==> src/rtl/mem_pwr_pkg.sv <==
// Shared types for the memory supply monitor: per-domain power state and message levels.
package mem_pwr_pkg;

    typedef enum logic [1:0] {
        DOWN   = 2'd0,
        UP_DEB = 2'd1,
        GOOD   = 2'd2,
        FAULT  = 2'd3
    } pwr_state_e;

    typedef enum logic [1:0] {
        MSG_NONE  = 2'd0,
        MSG_WARN  = 2'd1,
        MSG_ERROR = 2'd2,
        MSG_DEBUG = 2'd3
    } msg_level_e;

    // Debounce counter width; a single-cycle debounce still needs one bit.
    function automatic int unsigned deb_width(input int unsigned cyc);
        return (cyc > 1) ? $clog2(cyc) : 1;
    endfunction

endpackage

==> src/rtl/mem_pwr_dom_fsm.sv <==
// One supply domain: debounce FSM, single-cycle corrupt pulse on GOOD->FAULT,
// sticky per-rail error flags and a saturating fault counter.
module mem_pwr_dom_fsm
    import mem_pwr_pkg::*;
#(
    parameter int unsigned DEB_CYC = 8,
    parameter int unsigned CNT_W   = 8
) (
    input  logic             clk,
    input  logic             rst,
    input  logic             vdd,
    input  logic             vss,
    input  logic             clear_err,
    output logic             power_good,
    output logic             corrupt,
    output logic             err_vdd,
    output logic             err_vss,
    output logic [CNT_W-1:0] fault_cnt
);

    localparam int unsigned      DEB_W    = deb_width(DEB_CYC);
    localparam logic [DEB_W-1:0] DEB_LAST = DEB_W'(DEB_CYC - 1);
    localparam logic [CNT_W-1:0] CNT_MAX  = '1;

    pwr_state_e       state_q, state_d;
    logic [DEB_W-1:0] deb_cnt_q, deb_cnt_d;
    logic             power_good_q, power_good_d;
    logic             corrupt_q, corrupt_d;
    logic             err_vdd_q, err_vdd_d;
    logic             err_vss_q, err_vss_d;
    logic [CNT_W-1:0] fault_cnt_q, fault_cnt_d;

    logic vdd_ok, vss_ok, supply_ok, fault_now;

    // Written as if/else so an unknown rail level resolves to "not ok".
    always_comb begin
        // NOTE: every signal assigned in a combinational block gets a default first, so no latch is inferred.
        vdd_ok = 1'b0;
        vss_ok = 1'b0;
        if (vdd == 1'b1) vdd_ok = 1'b1;
        if (vss == 1'b0) vss_ok = 1'b1;
        supply_ok = vdd_ok && vss_ok;
    end

    always_comb begin
        state_d   = state_q;
        deb_cnt_d = deb_cnt_q;
        fault_now = 1'b0;

        case (state_q)
            DOWN: begin
                if (supply_ok) begin
                    state_d   = UP_DEB;
                    deb_cnt_d = '0;
                end
            end
            UP_DEB: begin
                if (!supply_ok) begin
                    state_d   = DOWN;
                    deb_cnt_d = '0;
                end else if (deb_cnt_q == DEB_LAST) begin
                    state_d = GOOD;
                end else begin
                    deb_cnt_d = deb_cnt_q + 1'b1;
                end
            end
            GOOD: begin
                if (!supply_ok) begin
                    state_d   = FAULT;
                    fault_now = 1'b1;
                end
            end
            FAULT: begin
                if (supply_ok) begin
                    state_d   = UP_DEB;
                    deb_cnt_d = '0;
                end
            end
            default: state_d = DOWN;
        endcase

        power_good_d = (state_d == GOOD);
        corrupt_d    = fault_now;

        err_vdd_d   = err_vdd_q;
        err_vss_d   = err_vss_q;
        fault_cnt_d = fault_cnt_q;
        if (clear_err) begin
            err_vdd_d   = 1'b0;
            err_vss_d   = 1'b0;
            fault_cnt_d = '0;
        end
        // Applied after the clear so a coincident fault survives it with a count of one.
        if (fault_now) begin
            if (!vdd_ok) err_vdd_d = 1'b1;
            if (!vss_ok) err_vss_d = 1'b1;
            if (fault_cnt_d != CNT_MAX) fault_cnt_d = fault_cnt_d + 1'b1;
        end
    end

    // NOTE: sequential state uses non-blocking assignments so every flop samples pre-edge values.
    always_ff @(posedge clk or posedge rst) begin
        if (rst) begin
            state_q      <= DOWN;
            deb_cnt_q    <= '0;
            power_good_q <= 1'b0;
            corrupt_q    <= 1'b0;
            err_vdd_q    <= 1'b0;
            err_vss_q    <= 1'b0;
            fault_cnt_q  <= '0;
        end else begin
            state_q      <= state_d;
            deb_cnt_q    <= deb_cnt_d;
            power_good_q <= power_good_d;
            corrupt_q    <= corrupt_d;
            err_vdd_q    <= err_vdd_d;
            err_vss_q    <= err_vss_d;
            fault_cnt_q  <= fault_cnt_d;
        end
    end

    assign power_good = power_good_q;
    assign corrupt    = corrupt_q;
    assign err_vdd    = err_vdd_q;
    assign err_vss    = err_vss_q;
    assign fault_cnt  = fault_cnt_q;

endmodule

==> src/rtl/mem_power_monitor.sv <==
// Multi-domain supply monitor for memory macros: one FSM per VDD/VSS pair,
// plus a registered error interrupt gated by the message level.
module mem_power_monitor
    import mem_pwr_pkg::*;
#(
    parameter int unsigned NUM_DOM = 4,
    parameter int unsigned DEB_CYC = 8,
    parameter int unsigned CNT_W   = 8
) (
    input  logic                     clk,
    input  logic                     rst,
    input  logic [NUM_DOM-1:0]       vdd,
    input  logic [NUM_DOM-1:0]       vss,
    input  logic [1:0]               msg_level,
    input  logic                     clear_err,
    output logic [NUM_DOM-1:0]       power_good,
    output logic [NUM_DOM-1:0]       corrupt_mem,
    output logic [NUM_DOM-1:0]       corrupt_out,
    output logic [NUM_DOM-1:0]       err_vdd,
    output logic [NUM_DOM-1:0]       err_vss,
    output logic [NUM_DOM*CNT_W-1:0] fault_cnt,
    output logic                     err_irq
);

    logic [NUM_DOM-1:0] corrupt;
    logic               err_irq_q, err_irq_d;

    for (genvar d = 0; d < NUM_DOM; d++) begin : g_dom
        mem_pwr_dom_fsm #(
            .DEB_CYC (DEB_CYC),
            .CNT_W   (CNT_W)
        ) u_dom (
            .clk        (clk),
            .rst        (rst),
            .vdd        (vdd[d]),
            .vss        (vss[d]),
            .clear_err  (clear_err),
            .power_good (power_good[d]),
            .corrupt    (corrupt[d]),
            .err_vdd    (err_vdd[d]),
            .err_vss    (err_vss[d]),
            .fault_cnt  (fault_cnt[d*CNT_W +: CNT_W])
        );
    end

    // Memory and output-stage corruption are requested by the same registered pulse.
    assign corrupt_mem = corrupt;
    assign corrupt_out = corrupt;

    always_comb begin
        err_irq_d = (|corrupt) && (msg_level >= MSG_ERROR);
    end

    always_ff @(posedge clk or posedge rst) begin
        if (rst) begin
            err_irq_q <= 1'b0;
        end else begin
            err_irq_q <= err_irq_d;
        end
    end

    assign err_irq = err_irq_q;

endmodule

==> config.mk <==
export PLATFORM = sky130hd
export DESIGN_NAME = mem_power_monitor
export DESIGN_NICKNAME = d
export VERILOG_FILES = /design/src/rtl/mem_pwr_pkg.sv /design/src/rtl/mem_pwr_dom_fsm.sv /design/src/rtl/mem_power_monitor.sv
export SDC_FILE = /design/constraint.sdc
export NUM_CORES = 1
export LEC_CHECK = 0
export BUFFER_PORTS_ARGS = -buffer_cell sky130_fd_sc_hd__buf_2
export CAP_MARGIN = 20
export CORE_ASPECT_RATIO = 0.7
export CORE_MARGIN = 10
export CORE_UTILIZATION = 60
export CTS_CLUSTER_DIAMETER = 200
export CTS_CLUSTER_SIZE = 25
export DETAILED_ROUTE_END_ITERATION = 12
export GPL_TIMING_DRIVEN = 0
export PLACE_DENSITY = 0.95
export SYNTH_ARGS = -nofsm -noshare
export SYNTH_HDL_FRONTEND = slang
export SYNTH_SLANG_ARGS = --single-unit
==> constraint.sdc <==
create_clock -name clk -period 3.85 [get_ports clk]
set_input_delay 0.385 -clock clk [delete_from_list [all_inputs] [get_ports clk]]
set_output_delay 0.385 -clock clk [all_outputs]
set_load 0.01 [all_outputs]
# After elaboration in Yosys (flattened, before gate mapping)

Cells that the tools add are included.

Add/sub/neg operators: 8
Magnitude comparators: 1
Equal/unequal tests: 32
Mux-type cells: 88
Reductions and logical operators: 22

Operator list:

| kind                                                     | count |
|---|---|
| two-way mux 8 bit                                        | 12 |
| two-way mux 1 bit                                        | 40 |
| two-way mux 3 bit                                        | 12 |
| adder 8 x 1 -> 8 bit, second input constant              | 4 |
| two-way mux 2 bit                                        | 16 |
| inequality test 8 bit, second input constant             | 4 |
| equality test 2 bit, second input constant               | 12 |
| case mux 2 bit (3 select lines)                          | 4 |
| case mux 3 bit (2 select lines)                          | 4 |
| adder 3 x 1 -> 3 bit, second input constant              | 4 |
| equality test 3 bit, second input constant               | 4 |
| inequality test 3 bit, second input constant             | 4 |
| AND reduction 3 bit                                      | 4 |
| equality test 2 x 1 -> 1 bit, second input constant      | 4 |
| zero test 2 bit                                          | 4 |
| inequality test 2 x 1 -> 1 bit, second input constant    | 4 |
| nonzero test 2 bit                                       | 4 |
| OR reduction 2 bit                                       | 4 |
| logical AND 1 bit                                        | 5 |
| OR reduction 4 bit                                       | 1 |
| greater-or-equal comparator 2 bit, second input constant | 1 |

Register bits: 69
Bits of input ports: 13
Output and inout bits: 53
Word-level logic and storage cells: 180

# Logic depth before layout (Yosys ltp)

Gate-level depths: netlist (run 1).

Depth after elaboration: 5
Mapped depth: 6

# Cells and area by module

A second synthesis (run 1) with hierarchy kept.

Cells, all modules: 371
Area total of the unflattened synthesis: 3900.0 um^2

By module, submodules not included:

| module                                | instances | cells an instance | area an instance (um^2) |
|---|---|---|---|
| mem_pwr_dom_fsm at g_dom[0].u_dom ... | 3         | 92                | 974.7 |
| mem_pwr_dom_fsm at g_dom[1].u_dom     | 1         | 88                | 905.9 |
| mem_power_monitor                     | 1         | 7                 | 70.1 |

# Worst setup path before layout (run 1)

Ideal clock, no wire load.

Path type: register -> register
From: register g_dom[2].u_dom.state_q[0]
To: register g_dom[2].u_dom.fault_cnt_q[2]
Setup time: 0.078 ns
Arrival time: 1.593 ns
Required time: 3.772 ns
Slack: 2.179 ns
Cell stages (with the launch flop): 7
Period minus slack after synthesis: 1.671 ns
Cell sequence: dfrtp_1 > inv_1 > ha_1 > inv_2 > or3_4 > or3_1 > a21oi_1

Longest elaborated chain between the ends: 3

Ends and longest elaborated chain:

| item                              | line                   | RTL |
|---|---|---|
| from (decl)                       | mem_pwr_dom_fsm.sv:25  | `pwr_state_e state_q, state_d;` |
| from (signal assigned)            | mem_pwr_dom_fsm.sv:112 | `state_q <= state_d;` |
| equality test 2 bit               | mem_pwr_dom_fsm.sv:50  | `case (state_q)` |
| two-way mux 1 bit                 | mem_pwr_dom_fsm.sv:50  |  |
| two-way mux 8 bit                 | mem_pwr_dom_fsm.sv:94  | `if (fault_now) begin` |
| via g_dom[2].u_dom.fault_cnt_d[2] | mem_pwr_dom_fsm.sv:31  | `logic [CNT_W-1:0] fault_cnt_q, fault_cnt_d;` |
| to (signal assigned)              | mem_pwr_dom_fsm.sv:118 | `fault_cnt_q <= fault_cnt_d;` |
| to (decl)                         | mem_pwr_dom_fsm.sv:31  |  |

The timed path passes the listed nets, and every way through them passes these cells.
A chain may end at the register's enable or synchronous reset.

# Worst setup path in the final report (run 1)

From: register g_dom[1].u_dom.state_q[0]
To: register g_dom[1].u_dom.fault_cnt_q[5]

Longest elaborated chain between the ends: 3

Ends and longest elaborated chain:

| item                              | line |
|---|---|
| from (decl)                       | mem_pwr_dom_fsm.sv:25 |
| from (signal assigned)            | mem_pwr_dom_fsm.sv:112 |
| equality test 2 bit               | mem_pwr_dom_fsm.sv:50 |
| two-way mux 1 bit                 | mem_pwr_dom_fsm.sv:50 |
| two-way mux 8 bit                 | mem_pwr_dom_fsm.sv:94 |
| via g_dom[1].u_dom.fault_cnt_d[5] | mem_pwr_dom_fsm.sv:31 |
| to (signal assigned)              | mem_pwr_dom_fsm.sv:118 |
| to (decl)                         | mem_pwr_dom_fsm.sv:31 |

The timed path passes the listed nets, and every way through them passes these cells.

==> impl_results.md, run 1 <==
* Run status: completed
* PortBufs at 64
* Initial Utilization at 61.32%
* All-Layer GR Usage at 18.06%
* Max Cap Viol at 0
* CTS tree: built
* Reg2Reg Setup Slack at 1690 ps
* Residual DRC at 0
* Die height at 86.36 microns
* Fraction of power consumed by sequential logic at 39.0%
* WL per Instance at 16.67 microns
* Clk_skew at 8.368 ps
* CTS buffer count at 9
* Setup violations, final at 0
* Sequential Area at 1727 sq um
* Post_cts resized at 0
* Final #Nets at 482
* Comb power frac at 39.3%
* Final ANT Viol Nets at 0
* FF+latch count, synth at 69
* Tightest Pin Transition at 830.8 ps
* Final Util at 70.98%
* Post-CTS Hold Buffers at 0
* Vias in the first global route at 3182
* Clock-pin slew on the worst setup and hold paths at 70 ps
* Internal power at 1.646 mW
* Worst Hold Class: in -> async
* Yosys cell types at 50
* GPL Wtd Cong at 0.8488
* Filler cells at 427
* Max-slew violation count at 0
* Top FF cell, synth: dfrtp_1
* Finished Cell Area at 4369 sq um
* Relative slew slack at 44.61%
* DP Wirelength at 6615 microns
* Final min period at 2158 ps
* Arrival time of the worst setup path at 2360 ps
* Gr ovfl total at 0
* Skew-Pair Late Insertion Delay at 350 ps
* Critical path class: reg -> reg
* ANT cells at 0
* Reg-to-Reg Start: g_dom[1].u_dom.state_q[0]
* Starting DRT DRC Count at 152
* Multi-input logic area at 1763 sq um
* Crit path launch type: register
* First-pass GRT wire length at 14690 microns
* Post-Route WL at 8786 microns
* CTS Buffer Depth at 2
* Clk pwr share at 21.7%
* Mapped Area at 3775 sq um
* Fin Setup TNS at 0 ps
* Clk sinks at 69
* Pwr Density at 589.4 nW/um^2
* Critical path required time at 4060 ps
* Placed Area at 4195 sq um
* Die area at 9915 sq um
* Placeable Area at 6156 sq um
* Synth top area cells: dfrtp_1 46%, ha_1 8.0%, mux2_2 4.2%, buf_4 4.0%, inv_1 2.6%
* Layout area overhead at 15.74%
* Routed vias at 3040
* Setup bufs post-CTS at 0
* Crit end category: register
* Sw Share at 36.08%
* H-tree depth at 3
* Worst Reg2Reg Path Length in Cells at 6
* Yosys top cell area share at 45.74%
* Root buffer cell: clkbuf_8
* RR Endpoint: g_dom[1].u_dom.fault_cnt[5]
* Cell count after synthesis at 370
* 1st-pass router iterations at 4
* Sw Pwr at 0.9292 mW
* Crit path max fanout at 6
* Pin count of the biggest net entering global routing at 70
* YS warnings at 0
* Yosys top cell by area: dfrtp_1
* Syn Nets at 407
* VDD IR max at 0.3082 mV
* Synthesized area per cell at 10.20 sq um
* Drt via density at 5.769
* Final hold violation count at 0
* Die width at 114.8 microns
* Ys async rst share at 100.0%
* Layout cells sized above 1 at 27.84%
* Io pins at 66
* Initial antenna violation count at 0
* Post-synth EDFFs at 0
* Fmax at 463.4 MHz
* Leakage power at 2.183 nW
* RSZ-0062 raised after global routing: false
* Final period utilization at 56.05%
* Post-synthesis sequential area ratio at 45.74%
* Row count at 24
worst max path at each step:
stage,start,to,slack [ps],depth (start not counted)
after global routing,g_dom[1].u_dom.state_q[0],g_dom[1].u_dom.fault_cnt[5],1550,6
after CTS,g_dom[1].u_dom.state_q[0],g_dom[1].u_dom.fault_cnt[5],1770,6
after floorplan,rst,err_irq,1730,1
after detailed placement,g_dom[1].u_dom.state_q[0],g_dom[1].u_dom.fault_cnt[5],1790,6
after global placement,rst,g_dom[3].u_dom.power_good,960,2
final,g_dom[1].u_dom.state_q[0],g_dom[1].u_dom.fault_cnt[5],1690,6
cells in the mapped netlist, types with 10 or more instances:
cell type and n:
dfrtp_1 69, inv_1 26, nand2_1 25, ha_1 24, buf_4 20, a21oi_1 19
nor2_1 18, nor3_1 15, mux2_2 14, nor2b_1 14, o21ai_0 12, nand3_1 10
power by group through the flow:
| stage | logic [mW] | clock network [mW] | registers [mW] |
|---|---|---|---|
| floorplan | 0.739 | 0 | 0.993 |
| global placement | 0.953 | 0 | 1.00 |
| detailed placement | 1.02 | 0 | 1.01 |
| CTS | 1.02 | 0.570 | 1.00 |
| global route | 1.13 | 0.597 | 1.03 |
| finish | 1.01 | 0.558 | 1.00 |
sequential cells by signal, summed over array words and instances, names as in the netlist:
| signal | count |
|---|---|
| g_dom.u_dom.fault_cnt | 32 |
| g_dom.u_dom.err_vdd | 4 |
| g_dom.u_dom.deb_cnt_q | 12 |
| g_dom.u_dom.err_vss | 4 |
| err_irq | 1 |
| g_dom.u_dom.corrupt | 4 |
| g_dom.u_dom.state_q | 8 |
| g_dom.u_dom.power_good | 4 |
metrics by stage:
step	hold slack, ps	setup WS (ps)	std cells	power [mW]
6_report	197.6	1692	527	2.575
5_1_grt	231.3	1547	527	2.750
4_1_cts	218.2	1769	527	2.587
3_5_place_dp	508.0	1790	512	2.029
3_3_place_gp	494.7	955.6	512	1.955
2_1_floorplan	474.1	1725	370	1.731
placed cells by master (no fill, tap or decap), drive strengths merged, types with 12 or more instances in the layout:
| cell | instances |
|---|---|
| buf | 86 |
| dfrtp | 69 |
| inv | 27 |
| nand2 | 25 |
| ha | 24 |
| a21oi | 19 |
| clkbuf | 19 |
| nor2 | 18 |
| nor2b | 16 |
| nor3 | 15 |
| mux2 | 14 |
| o21ai | 12 |
logic make-up after synthesis:
kind of cell	share of synthesized area, %
xor gates and xnor gates	0.2321
muxes	5.237
adders and majority gates	7.955
DFF	45.74
buffers and inverters	7.557
AOI/OAI and AO/OA	13.62
and+or+nand+nor	19.66
critical path: stages, from the launching register on:
cell      delay, ps
dfrtp_1         450
inv_1           140
ha_1            290
nand2_1         110
nor3_1          590
nor2b_1         310
a311oi_1        130
area by class of cell:
cell class / instances / share of cell area (%)
Buffer: 28 / 4.210
Inverter: 27 / 2.377
Tap cell: 78 / 2.234
Multi-Input combinational cell: 246 / 40.35
Sequential cell: 69 / 39.52
Timing Repair Buffer: 64 / 7.331
Clock buffer: 13 / 3.179
Clock inverter: 2 / 0.8018
layer usage:
metal | vias up | track usage (%) | share of wire, % | wire length, microns
met5 | - | 0 | 0 | 0
met4 | 0 | 6.054 | 1.8 | 160
met3 | 14 | 8.075 | 11 | 928
met2 | 119 | 29.14 | 46 | 4069
met1 | 1445 | 21.09 | 41 | 3628
li1 | 1462 | - | - | -
No activity file was read; power rests on OpenSTA's default activity.
==> run 2, diff against run 1 <==
--- a/config.mk
+++ b/config.mk
@@ -9,12 +9,12 @@
 export CAP_MARGIN = 20
 export CORE_ASPECT_RATIO = 0.7
 export CORE_MARGIN = 10
-export CORE_UTILIZATION = 60
+export CORE_UTILIZATION = 51
 export CTS_CLUSTER_DIAMETER = 200
 export CTS_CLUSTER_SIZE = 25
 export DETAILED_ROUTE_END_ITERATION = 12
 export GPL_TIMING_DRIVEN = 0
-export PLACE_DENSITY = 0.95
+export PLACE_DENSITY = 0.89
 export SYNTH_ARGS = -nofsm -noshare
 export SYNTH_HDL_FRONTEND = slang
 export SYNTH_SLANG_ARGS = --single-unit
==> constraint.sdc (replaced) <==
create_clock -name clk -period 1.8 [get_ports clk]
set_input_delay 0.18 -clock clk [delete_from_list [all_inputs] [get_ports clk]]
set_output_delay 0.18 -clock clk [all_outputs]
set_load 0.01 [all_outputs]
==> run 2 against run 1 <==
Against the previous run:
- sequential power rose by 110%
- non-clock buffer count rose by 7
- hold slack got worse by 200 ps
- routed wire length rose by 3.3%
- clock-buffer cell count did not move
- register-to-register slack got worse by 1600 ps
- clock power rose to 2.6 times the previous value
- critical endpoint is now g_dom[1].u_dom.deb_cnt_q[1]
- core utilization fell by 7.3 points
==> impl_results.md, run 2 (synthesized netlist as in run 1, its figures left out) <==
* Root buffer cell: clkbuf_8
* All-Layer GR Usage at 15.55% (-2.5 points)
* PortBufs at 64 (unchanged)
* Reg-to-Reg Start: g_dom[1].u_dom.deb_cnt_q[0]
* Starting DRT DRC Count at 218 (+43%)
* ANT cells at 0 (unchanged)
* Relative slew slack at 42.46% (-2.2 points)
* Residual DRC at 0 (unchanged)
* Pwr Density at 1294 nW/um^2 (+120%)
* Routed vias at 3074 (+1.1%)
* Crit path launch type: register
* Final period utilization at 96.31% (+40 points)
* Clock-pin slew on the worst setup and hold paths at 70 ps (about the same)
* Final min period at 1734 ps (-424.4 ps)
* CTS tree: built
* Die width at 122.8 microns (+7.0%)
* Post-Route WL at 9076 microns (+3.3%)
* Placeable Area at 7254 sq um (+18%)
* Worst path cell trace: ha_1, ha_1, and3_1, a211oi_2, mux2_2
* Delay-heaviest family, CP: flip-flops
* CTS buffer count at 9 (unchanged)
* Leakage power at 2.253 nW (+3.2%)
* Layout cells sized above 1 at 32.39% (+4.5 points)
* Worst Hold Class: in -> async
* CTS Buffer Depth at 2 (unchanged)
* Run status: completed
* Reg2Reg Setup Slack at 70 ps (-1630 ps)
* Commonest non-fill, non-tap cell in the layout: dfrtp_1
* Final hold violation count at 0 (unchanged)
* VDD IR max at 0.5487 mV (+78%)
* Initial antenna violation count at 0 (unchanged)
* Drt via density at 5.539 (-4.0%)
* Io pins at 66 (unchanged)
* RR Endpoint: g_dom[1].u_dom.deb_cnt_q[1]
* First-pass GRT wire length at 14390 microns (-2.1%)
* Tightest Pin Transition at 861.4 ps (+30.52 ps)
* PnR worst setup slack at 66.36 ps (-1626 ps)
* Pin count of the biggest net entering global routing at 39 (-44%)
* Worst Reg2Reg Path Length in Cells at 5 (-1)
* Gr ovfl total at 0 (unchanged)
* Vias in the first global route at 2992 (-6.0%)
* Fmax at 576.8 MHz (+24%)
* Buf/Inv on CP at 0 (-1)
* Final #Nets at 489 (+1.5%)
* CP endpoint: g_dom[1].u_dom.deb_cnt_q[1]
* 1st-pass router iterations at 5 (+1)
* Critical path class: reg -> reg
* Most frequent cells in the layout: 68 x dfrtp_1, 66 x buf_2, 26 x buf_4
* Row count at 26 (+8.3%)
* Initial Utilization at 52.04% (-9.3 points)
* Stages on the worst setup path at 5 (-1)
* Layout area overhead at 22.34%
* Overall Power at 5.974 mW (+130%)
* Final Util at 63.66% (-7.3 points)
* Crit path max fanout at 3 (-3)
* Die height at 91.98 microns (+6.5%)
* Die area at 11300 sq um (+14%)
* Critical path required time at 2030 ps (-2030 ps)
* Clk_skew at 8.604 ps (+0.2360 ps)
* Setup violations, final at 0 (unchanged)
* Max-slew violation count at 0 (unchanged)
* Critical Path Source: g_dom[1].u_dom.deb_cnt_q[0]
* Crit end category: register
* GPL Wtd Cong at 0.8410 (-0.92%)
* Post-CTS Hold Buffers at 0 (unchanged)
* H-tree depth at 3 (unchanged)
* WL per Instance at 16.35 microns (-1.9%)
* DP Worst Slack at -204.8 ps (-1994 ps)
* CP peak stage delay at 400 ps (-190 ps)
* Clk sinks at 69 (unchanged)
* Arrival time of the worst setup path at 1960 ps (-400 ps)
* Filler cells at 589 (+38%)
* CP max stage cell: dfrtp_1
* CP dominant cell by count: ha_1
* DP Wirelength at 6673 microns (+0.87%)
* Max Cap Viol at 0 (unchanged)
* Final ANT Viol Nets at 0 (unchanged)
* Skew-Pair Late Insertion Delay at 340 ps (about the same)
* Max reg flops at 32 (unchanged)
run 2: cell types whose count changed in the layout (fill, tap and decap cells not counted), sizes merged:
| cell | previous run | this run |
|---|---|---|
| inv | 27 | 26 |
| clkinvlp | 0 | 2 |
| bufinv | 1 | 2 |
| buf | 86 | 93 |
| clkinv | 1 | 0 |
run 2: final cells by class:
type / count / area (sq um) / share of cell area (%)
timing repair buffer: 71 / 385.4 / 8.345
clock inverter: 3 / 67.56 / 1.463
multi-input combinational: 246 / 1867 / 40.42
inverter: 27 / 105.1 / 2.276
tap: 98 / 122.6 / 2.655
buffer: 28 / 183.9 / 3.983
clock buffer: 13 / 158.9 / 3.441
sequential: 69 / 1728 / 37.42
run 2: power by group:
| part | total (mW) | switching, mW | internal (mW) |
|---|---|---|---|
| combinational | 2.41 | 1.24 | 1.16 |
| sequential | 2.14 | 0.263 | 1.87 |
| clock | 1.43 | 0.572 | 0.858 |
run 2: worst min-delay path by stage:
stage	startpoint	end	slack, ps	depth (start not counted)
final	rst	g_dom[0].u_dom.power_good	1	2
after floorplan	vdd[0]	g_dom[0].u_dom.err_vdd	270	1
after CTS	rst	g_dom[0].u_dom.power_good	20	2
after global routing	vdd[0]	g_dom[0].u_dom.err_vdd	30	2
after detailed placement	rst	g_dom[0].u_dom.power_good	390	2
after global placement	vdd[0]	g_dom[0].u_dom.err_vdd	390	2
run 2: layer usage:
metal  track usage, %  up-vias  part of all wire (%)  wire, microns
met3            5.818       10                   7.2            654
met5                0        -                     0              0
met1            19.65     1513                    44           4014
li1                 -     1472                     -              -
met2            24.47       79                    48           4319
met4            4.207        0                  0.96             87
run 2: timing repair:
item,CTS,global route
setup buffers,1,5
endpoints found under the setup margin,12,26
pin swaps,2,6
gates resized for setup,5,18
run 2: stage by stage:
step / setup TNS (ps) / hold WS, ps / cell area [sq um] / instances
floorplan: 0 / 269.1 / 3779 / 370
global placement: -239.9 / 385.7 / 4222 / 532
detailed placement: -827.7 / 387.7 / 4242 / 533
CTS: 0 / 18.61 / 4498 / 550
global route: -96.14 / 28.16 / 4618 / 555
finish: 0 / 1.224 / 4618 / 555
==> run 3, diff against run 2 <==
--- a/config.mk
+++ b/config.mk
@@ -5,16 +5,16 @@
 export SDC_FILE = /design/constraint.sdc
 export NUM_CORES = 1
 export LEC_CHECK = 0
-export BUFFER_PORTS_ARGS = -buffer_cell sky130_fd_sc_hd__buf_2
 export CAP_MARGIN = 20
 export CORE_ASPECT_RATIO = 0.7
 export CORE_MARGIN = 10
-export CORE_UTILIZATION = 51
+export CORE_UTILIZATION = 57
 export CTS_CLUSTER_DIAMETER = 200
 export CTS_CLUSTER_SIZE = 25
 export DETAILED_ROUTE_END_ITERATION = 12
+export DONT_BUFFER_PORTS = 1
 export GPL_TIMING_DRIVEN = 0
-export PLACE_DENSITY = 0.89
+export PLACE_DENSITY = 0.87
 export SYNTH_ARGS = -nofsm -noshare
 export SYNTH_HDL_FRONTEND = slang
 export SYNTH_SLANG_ARGS = --single-unit
==> run 3 against run 2 <==
Against the previous run:
- clock skew is 1.5 ps higher
- die area is 8.6% lower
- total power is 6.8% lower
- register-to-register slack worse by 20 ps
- core utilization is 4.7 points higher
- critical path depth stayed put
- critical endpoint is now g_dom[1].u_dom.deb_cnt_q[0]
- largest cell class unchanged
==> impl_results.md, run 3 (synthesized netlist as in run 1, its figures left out) <==
* Run status: completed
* Max Cap Viol at 0 (unchanged)
* Critical path required time at 2020 ps (about the same)
* Finished Layout Cells at 492 (-11%)
* Relative slew slack at 54.70% (+12 points)
* Setup violations, final at 0 (unchanged)
* 1st-pass router iterations at 4 (-1)
* Min Hold Slack at 80.57 ps (+79.35 ps)
* Die area at 10330 sq um (-8.6%)
* Clk sinks at 69 (unchanged)
* Hold Path End: g_dom[2].u_dom.state_q[1]
* CTS buffer count at 9 (unchanged)
* Post-Place Cells at 462 (-13%)
* Final period utilization at 97.34% (+1.0 points)
* Clock-pin slew on the worst setup and hold paths at 70 ps (about the same)
* CP dominant cell by count: ha_1
* Final #Nets at 434 (-11%)
* PnR worst setup slack at 47.91 ps (-18.45 ps)
* WL per Instance at 17.72 microns (+8.3%)
* H-tree depth at 3 (unchanged)
* CP max stage cell: dfrtp_1
* Worst Hold Class: in -> reg
* Final min period at 1752 ps (+18.45 ps)
* Sequential Area at 1730 sq um (+0.14%)
* Max-slew violation count at 0 (unchanged)
* Routed vias at 2877 (-6.4%)
* Crit end category: register
* Commonest non-fill, non-tap cell in the layout: dfrtp_1
* Placed Area at 3913 sq um (-7.8%)
* Worst Reg2Reg Path Length in Cells at 5 (unchanged)
* Die width at 117.3 microns (-4.5%)
* Post-Route WL at 8716 microns (-4.0%)
* Fin Setup TNS at 0 ps (unchanged)
* Io pins at 66 (unchanged)
* Pin count of the biggest net entering global routing at 43 (+10%)
* VDD IR max at 0.7785 mV (+42%)
* Initial antenna violation count at 0 (unchanged)
* ANT cells at 0 (unchanged)
* RR Endpoint: g_dom[1].u_dom.deb_cnt_q[0]
* Placeable Area at 6336 sq um (-13%)
* CTS tree: built
* Skew-Pair Late Insertion Delay at 340 ps (about the same)
* Residual DRC at 0 (unchanged)
* Root buffer cell: clkbuf_8
* CP peak stage delay at 400 ps (about the same)
* Drt via density at 5.848 (+5.6%)
* All-Layer GR Usage at 16.82% (+1.3 points)
* DP Worst Slack at -221.8 ps (-16.95 ps)
* Die height at 88.09 microns (-4.2%)
* GPL Wtd Cong at 0.9001 (+7.0%)
* Gr ovfl total at 0 (unchanged)
* Layout area overhead at 14.72%
* CTS Buffer Depth at 2 (unchanged)
* Crit path max fanout at 3 (unchanged)
* Fmax at 570.7 MHz (-1.1%)
* Layout cells sized above 1 at 20.95% (-11 points)
* Reg-to-Reg Start: g_dom[1].u_dom.deb_cnt_q[0]
* Row count at 24 (-7.7%)
* Hold path depth at 3
* Tightest Pin Transition at 679.4 ps (-181.9 ps)
* Vias in the first global route at 2746 (-8.2%)
* Finished Cell Area at 4330 sq um (-6.2%)
* Final Util at 68.35% (+4.7 points)
* Initial Utilization at 59.58% (+7.5 points)
* Most frequent cells in the layout: 66 x dfrtp_1, 25 x nand2_1, 25 x buf_4
* Max reg flops at 32 (unchanged)
* Final ANT Viol Nets at 0 (unchanged)
* PortBufs at 0 (-100%)
* Pwr Density at 1286 nW/um^2 (-0.58%)
* Critical path class: reg -> reg
* Worst Hold Launch: vss[2]
* Overall Power at 5.569 mW (-6.8%)
* DP Wirelength at 6161 microns (-7.7%)
* Filler cells at 477 (-19%)
* Reg2Reg Setup Slack at 50 ps (-20 ps)
* RSZ-0062 raised after global routing: true
* Clk_skew at 10.14 ps (+1.532 ps)
* First-pass GRT wire length at 13780 microns (-4.2%)
* Arrival time of the worst setup path at 1970 ps (about the same)
* Leakage power at 1.938 nW (-14%)
* Crit path launch type: register
* Worst path cell trace: ha_1, ha_1, and3_1, a211oi_2, mux2_2
* Final hold violation count at 0 (unchanged)
* Starting DRT DRC Count at 173 (-21%)
* Multi-input logic area at 1859 sq um (-0.40%)
[run 3: area by class of cell]
| type | count | area share (%) |
|---|---|---|
| multi-input combinational | 246 | 42.94 |
| sequential | 69 | 39.96 |
| buffer | 28 | 4.247 |
| timing repair buffer | 16 | 3.641 |
| tap | 91 | 2.629 |
| inverter | 27 | 2.427 |
| clock inverter | 5 | 1.214 |
| clock buffer | 10 | 2.947 |
[run 3: layer usage]
layer / track usage, % / routed length (microns) / share of wire, %
met5: 0 / 0 / 0
met4: 4.474 / 56 / 0.64
met3: 6.216 / 842 / 9.7
met2: 25.71 / 3978 / 46
met1: 22.03 / 3839 / 44
[run 3: timing repair]
item	in CTS	in global routing
setup endpoints to repair	12	29
endpoints found under the hold margin	36	0
hold buffers	10	0
resized for setup	4	19
buffers inserted	1	4
pin swaps	2	6
[run 3: worst max-delay path, delay by kind of cell, from the launching register on]
family	cells	cell delay, ps
multiplexers	1	390
AND/OR/NAND/NOR	1	180
adder cells (fa/ha/maj)	2	410
flip-flops	1	400
AO/OA/AOI/OAI	1	260
[run 3: report_power, final]
part	internal, mW	leakage [nW]	switching (mW)	total [mW]
logic	1.03	0.917	1.14	2.17
registers	1.88	0.929	0.323	2.20
clock network	0.626	0.0919	0.571	1.20
total	3.53	1.94	2.04	5.57
[run 3: worst max path at each step]
stage,slack (ps),from,cells after the start,endpoint
floorplan,130,g_dom[2].u_dom.state_q[0],6,g_dom[2].u_dom.fault_cnt[2]
global placement,-180,g_dom[1].u_dom.state_q[0],6,g_dom[1].u_dom.fault_cnt[5]
detailed placement,-220,g_dom[1].u_dom.state_q[0],6,g_dom[1].u_dom.fault_cnt[5]
finish,50,g_dom[1].u_dom.deb_cnt_q[0],5,g_dom[1].u_dom.deb_cnt_q[0]
CTS,8,g_dom[1].u_dom.deb_cnt_q[0],5,g_dom[1].u_dom.deb_cnt_q[0]
global route,-10,g_dom[2].u_dom.state_q[0],6,g_dom[2].u_dom.fault_cnt[2]
